===== src/rtl/pipe_ctrl.sv =====
// Hazard/freeze controller for a 5-stage pipeline: memory-wait freeze, jump flush, load-use/RAW stall.
// Optional build macro PIPE_CTRL_FORWARD_EN enables operand forwarding selects.

module pipe_ctrl_opnd (
    input  logic [4:0] rs,
    input  logic [4:0] ex_w,
    input  logic [4:0] mem_w,
    input  logic [4:0] wb_w,
    input  logic       ex_is_load,
    output logic       stall_hit,
    output logic [1:0] fwd_sel
);
    logic hit_ex, hit_mem, hit_wb;

    // rs==0 also covers a zero destination, so x0 never matches
    assign hit_ex  = (rs != 5'd0) && (rs == ex_w);
    assign hit_mem = (rs != 5'd0) && (rs == mem_w);
    assign hit_wb  = (rs != 5'd0) && (rs == wb_w);

`ifdef PIPE_CTRL_FORWARD_EN
    assign stall_hit = hit_ex && ex_is_load;
    always_comb begin
        fwd_sel = 2'b00;
        if (hit_ex && !ex_is_load) fwd_sel = 2'b01;
        else if (hit_mem)          fwd_sel = 2'b10;
        else if (hit_wb)           fwd_sel = 2'b11;
    end
`else
    logic unused_load;
    assign unused_load = ex_is_load;
    assign stall_hit   = hit_ex || hit_mem || hit_wb;
    assign fwd_sel     = 2'b00;
`endif
endmodule

module pipe_ctrl (
    input  logic       clk,
    input  logic       rst_n,
    input  logic       id_valid_i,
    input  logic [4:0] id_rs1_i,
    input  logic [4:0] id_rs2_i,
    input  logic [4:0] ex_w_reg_addr_i,
    input  logic [4:0] mem_w_reg_addr_i,
    input  logic [4:0] wb_w_reg_addr_i,
    input  logic       ex_is_load_i,
    input  logic       mem_busy_i,
    input  logic       ex_jump_i,
    output logic       stall_pc_o,
    output logic       stall_if_id_o,
    output logic       stall_id_ex_o,
    output logic       stall_ex_mem_o,
    output logic       flush_if_id_o,
    output logic       flush_id_ex_o,
    output logic [1:0] fwd_1_sel_o,
    output logic [1:0] fwd_2_sel_o,
    output logic       halt_o,
    output logic [1:0] state_o
);
    typedef enum logic [1:0] {RUN = 2'b00, FREEZE = 2'b01, HALT = 2'b10} state_t;

    state_t     state_q, state_d;
    logic [7:0] wait_cnt_q, wait_cnt_d;
    logic       jump_pend_q, jump_pend_d;

    logic [1:0][4:0] rs;
    logic [1:0]      stall_hit;
    logic [1:0][1:0] fwd_sel;
    logic            hazard;

    assign rs = {id_rs2_i, id_rs1_i};

    for (genvar g = 0; g < 2; g++) begin : g_opnd
        pipe_ctrl_opnd u_opnd (
            .rs         (rs[g]),
            .ex_w       (ex_w_reg_addr_i),
            .mem_w      (mem_w_reg_addr_i),
            .wb_w       (wb_w_reg_addr_i),
            .ex_is_load (ex_is_load_i),
            .stall_hit  (stall_hit[g]),
            .fwd_sel    (fwd_sel[g])
        );
    end

    assign hazard = id_valid_i && (|stall_hit);

    logic s_pc, s_ifid, s_idex, s_exmem, f_ifid, f_idex, halt;

    always_comb begin
        state_d     = state_q;
        wait_cnt_d  = wait_cnt_q;
        jump_pend_d = jump_pend_q;
        s_pc = 1'b0; s_ifid = 1'b0; s_idex = 1'b0; s_exmem = 1'b0;
        f_ifid = 1'b0; f_idex = 1'b0; halt = 1'b0;
        case (state_q)
            RUN, FREEZE: begin
                if (mem_busy_i) begin
                    s_pc = 1'b1; s_ifid = 1'b1; s_idex = 1'b1; s_exmem = 1'b1;
                    jump_pend_d = jump_pend_q | ex_jump_i;
                    if (state_q == RUN) begin
                        state_d    = FREEZE;
                        wait_cnt_d = 8'd1;
                    end else if (wait_cnt_q == 8'hFF) begin
                        state_d = HALT;
                    end else begin
                        wait_cnt_d = wait_cnt_q + 8'd1;
                    end
                end else begin
                    state_d     = RUN;
                    wait_cnt_d  = 8'd0;
                    jump_pend_d = 1'b0;
                    // a deferred jump takes effect in the first non-busy cycle
                    if (ex_jump_i || jump_pend_q) begin
                        f_ifid = 1'b1; f_idex = 1'b1;
                    end else if (hazard) begin
                        s_pc = 1'b1; s_ifid = 1'b1; f_idex = 1'b1;
                    end
                end
            end
            HALT: begin
                s_pc = 1'b1; s_ifid = 1'b1; s_idex = 1'b1; s_exmem = 1'b1;
                halt = 1'b1;
            end
            default: state_d = RUN;
        endcase
    end

    always_ff @(posedge clk or negedge rst_n) begin
        if (!rst_n) begin
            state_q     <= RUN;
            wait_cnt_q  <= 8'd0;
            jump_pend_q <= 1'b0;
        end else begin
            state_q     <= state_d;
            wait_cnt_q  <= wait_cnt_d;
            jump_pend_q <= jump_pend_d;
        end
    end

    // outputs are forced quiet while reset is held, whatever the inputs
    assign stall_pc_o     = rst_n & s_pc;
    assign stall_if_id_o  = rst_n & s_ifid;
    assign stall_id_ex_o  = rst_n & s_idex;
    assign stall_ex_mem_o = rst_n & s_exmem;
    assign flush_if_id_o  = rst_n & f_ifid;
    assign flush_id_ex_o  = rst_n & f_idex;
    assign halt_o         = rst_n & halt;
    assign fwd_1_sel_o    = rst_n ? fwd_sel[0] : 2'b00;
    assign fwd_2_sel_o    = rst_n ? fwd_sel[1] : 2'b00;
    assign state_o        = rst_n ? state_q : 2'b00;
endmodule


===== config.mk =====
export PLATFORM = sky130hd
export DESIGN_NAME = pipe_ctrl
export DESIGN_NICKNAME = d
export VERILOG_FILES = /design/src/rtl/pipe_ctrl.sv
export SDC_FILE = /design/constraint.sdc
export NUM_CORES = 1
export LEC_CHECK = 0
export ABC_AREA = 1
export BUFFER_PORTS_ARGS = -buffer_cell sky130_fd_sc_hd__buf_2
export CELL_PAD_IN_SITES_DETAIL_PLACEMENT = 1
export CELL_PAD_IN_SITES_GLOBAL_PLACEMENT = 1
export CORE_MARGIN = 5
export CORE_UTILIZATION = 33
export DETAILED_ROUTE_END_ITERATION = 7
export GPL_TIMING_DRIVEN = 1
export PLACE_DENSITY = 0.76
export SLEW_MARGIN = 20
export SYNTH_ARGS = -nofsm -noshare
export SYNTH_HDL_FRONTEND = slang
export SYNTH_SLANG_ARGS = --single-unit

===== constraint.sdc =====
create_clock -name clk -period 1.6 [get_ports clk]
set_input_delay 0.08 -clock clk [delete_from_list [all_inputs] [get_ports clk]]
set_output_delay 0.08 -clock clk [all_outputs]
set_load 0.05 [all_outputs]

* Yosys cells after proc, flatten, opt, wreduce, memory -nomap -nowiden
Index checks and enable logic that the tools add are counted.
** Cells by class
- $mul :: 0
- Eq/ne operators :: 11
- Reduce and logical (&&, ||, !) cells :: 19
- $lt $le $gt $ge :: 0
- Multiplexer cells :: 22
- Bitwise logic cells :: 7
- Shift operators :: 0
- Add/subtract/negate cells :: 1
- Div/mod/pow operators :: 0
** Operator list (count)
- equality test 5 bit :: 6
- 2-to-1 mux 8 bit :: 3
- 2-to-1 mux 1 bit :: 12
- nonzero test 5 bit :: 2
- adder 8 x 1 -> 8 bit, second input constant :: 1
- equality test 8 bit, second input constant :: 1
- 2-to-1 mux 2 bit :: 4
- logical AND 1 bit :: 7
- AND 1 bit :: 5
- logical OR 1 bit :: 5
- != test 4 bit, second input constant :: 1
- one-hot mux 1 bit (2 select lines) :: 2
- one-hot mux 2 bit (2 select lines) :: 1
- AND reduction 2 bit :: 2
- OR reduction 2 bit :: 2
- != test 3 bit, second input constant :: 1
- equality test 2 x 1 -> 1 bit, second input constant :: 1
- equality test 2 bit, second input constant :: 1
- logical NOT 2 bit :: 1
- inverter 1 bit :: 1
- OR 1 bit :: 1
** Word-level totals
- RAM bits :: 0
- Register bits :: 11
- Input port bits :: 31
- Logic and storage cells :: 63
- Output and inout bits :: 13
- Memories kept :: 0
- Memory bits (read-only) :: 0
- Bits in latches :: 0

* Longest topological paths before layout
- Word-level depth :: 11
- Depth in mapped cells :: 12
- Mapped depth without buffers :: 11

* Modules after synthesis
A second synthesis with hierarchy kept.
** Unflattened totals
- Cells, all modules :: 237
- Area, all modules :: 1323.8 um2
** By module, submodules not included
- pipe_ctrl :: cells each 105, seq. area each 275.3 um2, area an instance 745.7 um2, instances 1
- pipe_ctrl_opnd :: cells each 66, seq. area each 0.0 um2, area an instance 289.0 um2, instances 2

* Least setup slack after synthesis
No wires, ideal clock.
- Path kind :: register -> output
- From :: reg state_q[1]
- To :: out stall_pc_o
- Required time :: 1.520 ns
- Setup slack :: -0.582 ns
- Cell stages (with the launch flop) :: 7
- Buffers on the path :: 1
- Arrival time :: 2.102 ns
- Path through :: dfrtp_1 -> inv_2 -> o21ai_1 -> nor2_1 -> inv_1 -> nand2_1 -> buf_4
** Between the ends
- Longest elaborated chain between the ends :: 4
- Elaborated cells between the ends (all ways) :: 6
- Classes of those cells :: eq/ne (2); mux (1); bitwise (1); reduce/logical (2)
** Ends and longest elaborated chain
- start: declaration :: line 61 : state_t state_q, state_d;
- start signal: assignment :: line 133 : state_q <= state_d;
- equality test 2 x 1 -> 1 bit or logical NOT 2 bit (tied branches)
- OR reduction 2 bit
- one-hot mux 1 bit (2 select lines) *
- AND 1 bit *
- end: declaration :: line 48 : output logic stall_pc_o,
Every way passes the cells marked *; elsewhere a longest branch is shown, timed or not.

* Final worst setup path
- From :: reg wait_cnt_q[1]
- To :: reg state_q[1]
** Between the ends
- Longest elaborated chain between the ends :: 3
** Ends and longest elaborated chain
- start: declaration :: line 62 : logic [7:0] wait_cnt_q, wait_cnt_d;
- start signal: assignment :: line 134 : wait_cnt_q <= wait_cnt_d;
- equality test 8 bit :: line 102 : end else if (wait_cnt_q == 8'hFF) begin
- != test 4 bit (no line)
- AND reduction 2 bit (no line)
No other way between the ends.
A chain may end at the register's enable or synchronous reset.

==> report_table.html <==
<table>
<tr><th>Metric</th><th>Value</th></tr>
<tr><th colspan="2">Status</th></tr>
<tr><td>Result of the run</td><td>completed</td></tr>
<tr><th colspan="2">Detailed routing</th></tr>
<tr><td>Ratio of routed vias to standard cells</td><td>approximately 4.5</td></tr>
<tr><td>DRC violations left</td><td>0</td></tr>
<tr><td>Total number of vias</td><td>1319</td></tr>
<tr><td>First-pass detailed-route iteration total</td><td>4</td></tr>
<tr><td>Post-Route WL</td><td>3590 um</td></tr>
<tr><td>Number of antenna-violating nets in the routed design</td><td>0</td></tr>
<tr><td>Detail-routed net length per standard cell</td><td>between 10 and 15 um</td></tr>
<tr><td>Detailed Route Iter0 Violations</td><td>25</td></tr>
<tr><th colspan="2">Clock network</th></tr>
<tr><td>Number of buffers on the longest clock path</td><td>2</td></tr>
<tr><td>Worst skew pair latency</td><td>~0.25 ns</td></tr>
<tr><td>TritonCTS clock tree</td><td>done</td></tr>
<tr><td>Clock root buffer</td><td>clkbuf_8</td></tr>
<tr><td>Sink Count</td><td>11</td></tr>
<tr><td>Number of H-tree levels</td><td>1</td></tr>
<tr><td>Worst-path clk slew</td><td>about 0.05 ns</td></tr>
<tr><td>Total CTS buffers</td><td>3</td></tr>
<tr><th colspan="2">Global route</th></tr>
<tr><td>Global-route met2 utilization</td><td>0.261</td></tr>
<tr><td>Wire length of the first global-routing pass</td><td>a little under 6000 um</td></tr>
<tr><td>Vias in the first global route</td><td>about 1400</td></tr>
<tr><td>Met1 Track Usage GR</td><td>0.167</td></tr>
<tr><td>Antenna violations before repair</td><td>0</td></tr>
<tr><td>Overall routing resource usage</td><td>0.142</td></tr>
<tr><td>Met3 capacity usage during global routing</td><td>0.0224</td></tr>
<tr><td>Busiest layer in global routing</td><td>met2</td></tr>
<tr><td>Maximum number of pins on one net before global-route repair</td><td>9</td></tr>
<tr><td>Final global-route overflow total</td><td>0</td></tr>
<tr><th colspan="2">Synthesis</th></tr>
<tr><td>Netlist area before placement</td><td>~1200 um2</td></tr>
<tr><td>Register bit total from synthesis</td><td>11</td></tr>
<tr><td>Distinct cell type count after synthesis</td><td>27</td></tr>
<tr><td>Mean area per synthesized cell</td><td>approximately 6.3 um2</td></tr>
<tr><td>Total of warnings raised by yosys</td><td>0</td></tr>
<tr><td>Gate count of the mapped netlist</td><td>around 200</td></tr>
<tr><td>Share of the yosys chip area belonging to registers</td><td>0.222</td></tr>
<tr><th colspan="2">Timing</th></tr>
<tr><td>Slew Limit Fails</td><td>0</td></tr>
<tr><td>Min Tclk post-route</td><td>1.53 ns</td></tr>
<tr><td>Hold Violations, Final</td><td>0</td></tr>
<tr><td>RSZ-0062 raised after global routing</td><td>yes</td></tr>
<tr><td>Fin Setup TNS</td><td>0 ns</td></tr>
<tr><td>Worst setup slack after layout</td><td>~0.065 ns</td></tr>
<tr><td>Final setup violating endpoints</td><td>0</td></tr>
<tr><td>Skew final</td><td>roughly 0.0034 ns</td></tr>
<tr><td>Final worst path period share</td><td>0.959</td></tr>
<tr><td>F_max</td><td>between 600 and 700 MHz</td></tr>
<tr><th colspan="2">Place</th></tr>
<tr><td>Routability congestion estimate</td><td>around 0.73</td></tr>
<tr><td>Post-detailed-placement half-perimeter wirelength</td><td>just under 3000 um</td></tr>
<tr><td>Count of buffers from port buffering</td><td>38</td></tr>
<tr><td>Pre-CTS setup slack</td><td>approximately 0.019 ns</td></tr>
<tr><th colspan="2">Floorplanning</th></tr>
<tr><td>Cell Rows</td><td>22</td></tr>
<tr><td>Initial cell density of the core</td><td>0.338</td></tr>
<tr><td>Overall die height</td><td>approximately 71 um</td></tr>
<tr><td>I/O pin count</td><td>44</td></tr>
<tr><td>Core footprint</td><td>roughly 3700 um2</td></tr>
<tr><td>Die outline width</td><td>71.3 um</td></tr>
<tr><td>Die area</td><td>~5000 um2</td></tr>
<tr><th colspan="2">Job</th></tr>
<tr><td>Number of violations of the max-capacitance limit</td><td>0</td></tr>
<tr><th colspan="2">Power</th></tr>
<tr><td>Pwr/cell area</td><td>513 nW/um2</td></tr>
<tr><td>Maximum ir drop on the vdd rail</td><td>0.424 mV</td></tr>
<tr><td>Total leakage power</td><td>roughly 0.00096 uW</td></tr>
<tr><th colspan="2">Worst setup path</th></tr>
<tr><td>Setup slack of the worst register-to-register path</td><td>0.07 ns</td></tr>
<tr><td>Category of the worst setup path launch point</td><td>flop</td></tr>
<tr><td>Critical Path AT</td><td>approximately 1.7 ns</td></tr>
<tr><td>Required time worst endpoint</td><td>1.78 ns</td></tr>
<tr><td>Highest net fanout along the worst path</td><td>5</td></tr>
<tr><td>Number of cells traversed by the worst register-to-register path</td><td>9</td></tr>
<tr><td>Type of the setup path with the least slack</td><td>flop to flop</td></tr>
<tr><td>Sort of element at the end of the critical path</td><td>flop</td></tr>
<tr><th colspan="2">Hold path</th></tr>
<tr><td>Worst hold path type</td><td>input port to flop</td></tr>
<tr><td>WHS Path Cells</td><td>3</td></tr>
<tr><th colspan="2">Layout</th></tr>
<tr><td>Inserted Diodes</td><td>0</td></tr>
<tr><td>Register cell area after layout</td><td>between 200 and 300 um2</td></tr>
<tr><td>Count of nets after finishing</td><td>277</td></tr>
<tr><td>Area of the multi-input gates</td><td>842 um2</td></tr>
<tr><td>Layout-stage area growth over the synthesis result</td><td>30.7%</td></tr>
<tr><td>Number of inserted filler cells in the final layout</td><td>516</td></tr>
<tr><td>Share of cells above drive strength 1</td><td>0.328</td></tr>
</table>
[per-stage QoR]
step | cells | power [uW] | instance area [um2] | hold WS (ns) | util
5_1_grt | 292 | 880 | 1620 | 0.132 | 0.442
4_1_cts | 290 | 841 | 1570 | 0.113 | 0.429
3_3_place_gp | 283 | 533 | 1490 | -0.0799 | 0.408
2_1_floorplan | 200 | 447 | 1260 | -0.216 | -
3_5_place_dp | 283 | 536 | 1490 | -0.0821 | 0.408
6_report | 292 | 831 | 1620 | 0.112 | 0.442
[synthesized netlist by cell type]
cell	n	share of area
dfrtp_1	11	0.22
bufinv_8	1	0.014
conb_1	1	0.0030
o21ai_4	1	0.013
inv_2	6	0.018
nand3_2	1	0.0081
nand2_1	75	0.23
xor2_1	12	0.085
a21oi_2	1	0.0071
o21ai_1	3	0.012
xnor2_1	4	0.028
nor2_2	1	0.0051
inv_1	21	0.064
a21oi_1	3	0.012
nand2_4	2	0.018
nand3_1	10	0.040
ha_1	1	0.010
nor3_1	3	0.012
o22ai_2	4	0.040
and2_1	1	0.0051
nor2_1	19	0.058
nor2_4	2	0.018
inv_4	2	0.010
nand2_2	3	0.015
buf_4	6	0.036
a22o_1	1	0.0071
a31oi_1	2	0.010
[critical path, stage by stage, from the launching register on]
cell     delay (ns)
dfrtp_1        0.40
ha_4           0.17
nand2_4        0.05
nor2_4         0.10
nand3_2        0.11
nor2_4         0.15
nand2_4        0.07
o21ai_4        0.22
inv_4          0.09
a21oi_2        0.10
[final timing paths]
path / start / to
max: wait_cnt_q[1]$_DFFE_PN0P_ / state_q[1]$_DFFE_PN0P_
min: ex_jump_i / jump_pend_q$_DFFE_PN0N_
max reg2reg: wait_cnt_q[1]$_DFFE_PN0P_ / state_q[1]$_DFFE_PN0P_
min reg2reg: state_q[0]$_DFFE_PN0P_ / state_q[1]$_DFFE_PN0P_
max in group asynchronous: rst_n / state_q[0]$_DFFE_PN0P_
min in group asynchronous: rst_n / jump_pend_q$_DFFE_PN0N_
[registers in the layout, summed over array words and instances, names as in the netlist]
signal / flops
state_q: 2
wait_cnt_q: 8
jump_pend_q: 1
[final cells by class]
cell class | instances | area share
Multi-Input combinational cell | 153 | 0.520
Sequential cell | 11 | 0.172
Timing Repair Buffer | 46 | 0.161
Inverter | 30 | 0.0827
Tap cell | 48 | 0.0371
Clock buffer | 4 | 0.0278
[where the power goes]
| group | switching [uW] | internal (uW) | leakage, uW | total, uW |
|---|---|---|---|---|
| Clock | 122 | 176 | 0.0000228 | 298 |
| Sequential | 0.0000000697 | 278 | 0.000126 | 278 |
| Combinational | 169 | 86.2 | 0.000810 | 255 |
[metal layers]
layer | share of wire | vias up
met5 | 0 | -
met4 | 0.013 | 0
met3 | 0.045 | 5
met2 | 0.51 | 27
met1 | 0.43 | 601
li1 | - | 686
[cell usage in the layout (no fill, tap or decap), types with 2 or more instances in the layout]
master,instances
a21oi_1,3
a31oi_1,2
buf_2,35
buf_4,7
clkbuf_4,3
clkbuf_8,3
conb_1,4
dfrtp_1,9
dfrtp_2,2
inv_1,21
inv_2,5
inv_4,3
nand2_1,74
nand2_2,2
nand2_4,4
nand3_1,10
nor2_1,17
nor2_2,2
nor2_4,3
nor3_1,2
o21ai_1,2
o22ai_2,4
xnor2_1,4
xor2_1,12
[kinds of logic after synthesis]
group,Yosys count,synth area share
AO/OA/AOI/OAI,15,0.102
XOR/XNOR,16,0.113
adder cells (fa/ha/maj),1,0.0101
buffers and inverters,36,0.142
flip-flops,11,0.222
other,1,0.00303
AND/OR/NAND/NOR,117,0.407
[timing repair]
item                                    in CTS  in global routing
endpoints found under the hold margin       11                  0
endpoints found under the setup margin       5                 13
gates cloned                                 0                  0
buffers inserted                             2                  2
gates resized for setup                      3                  9
hold buffers                                 1                  0
pin swaps                                    2                  5
Note: power is estimated with default switching activity, not from simulation.
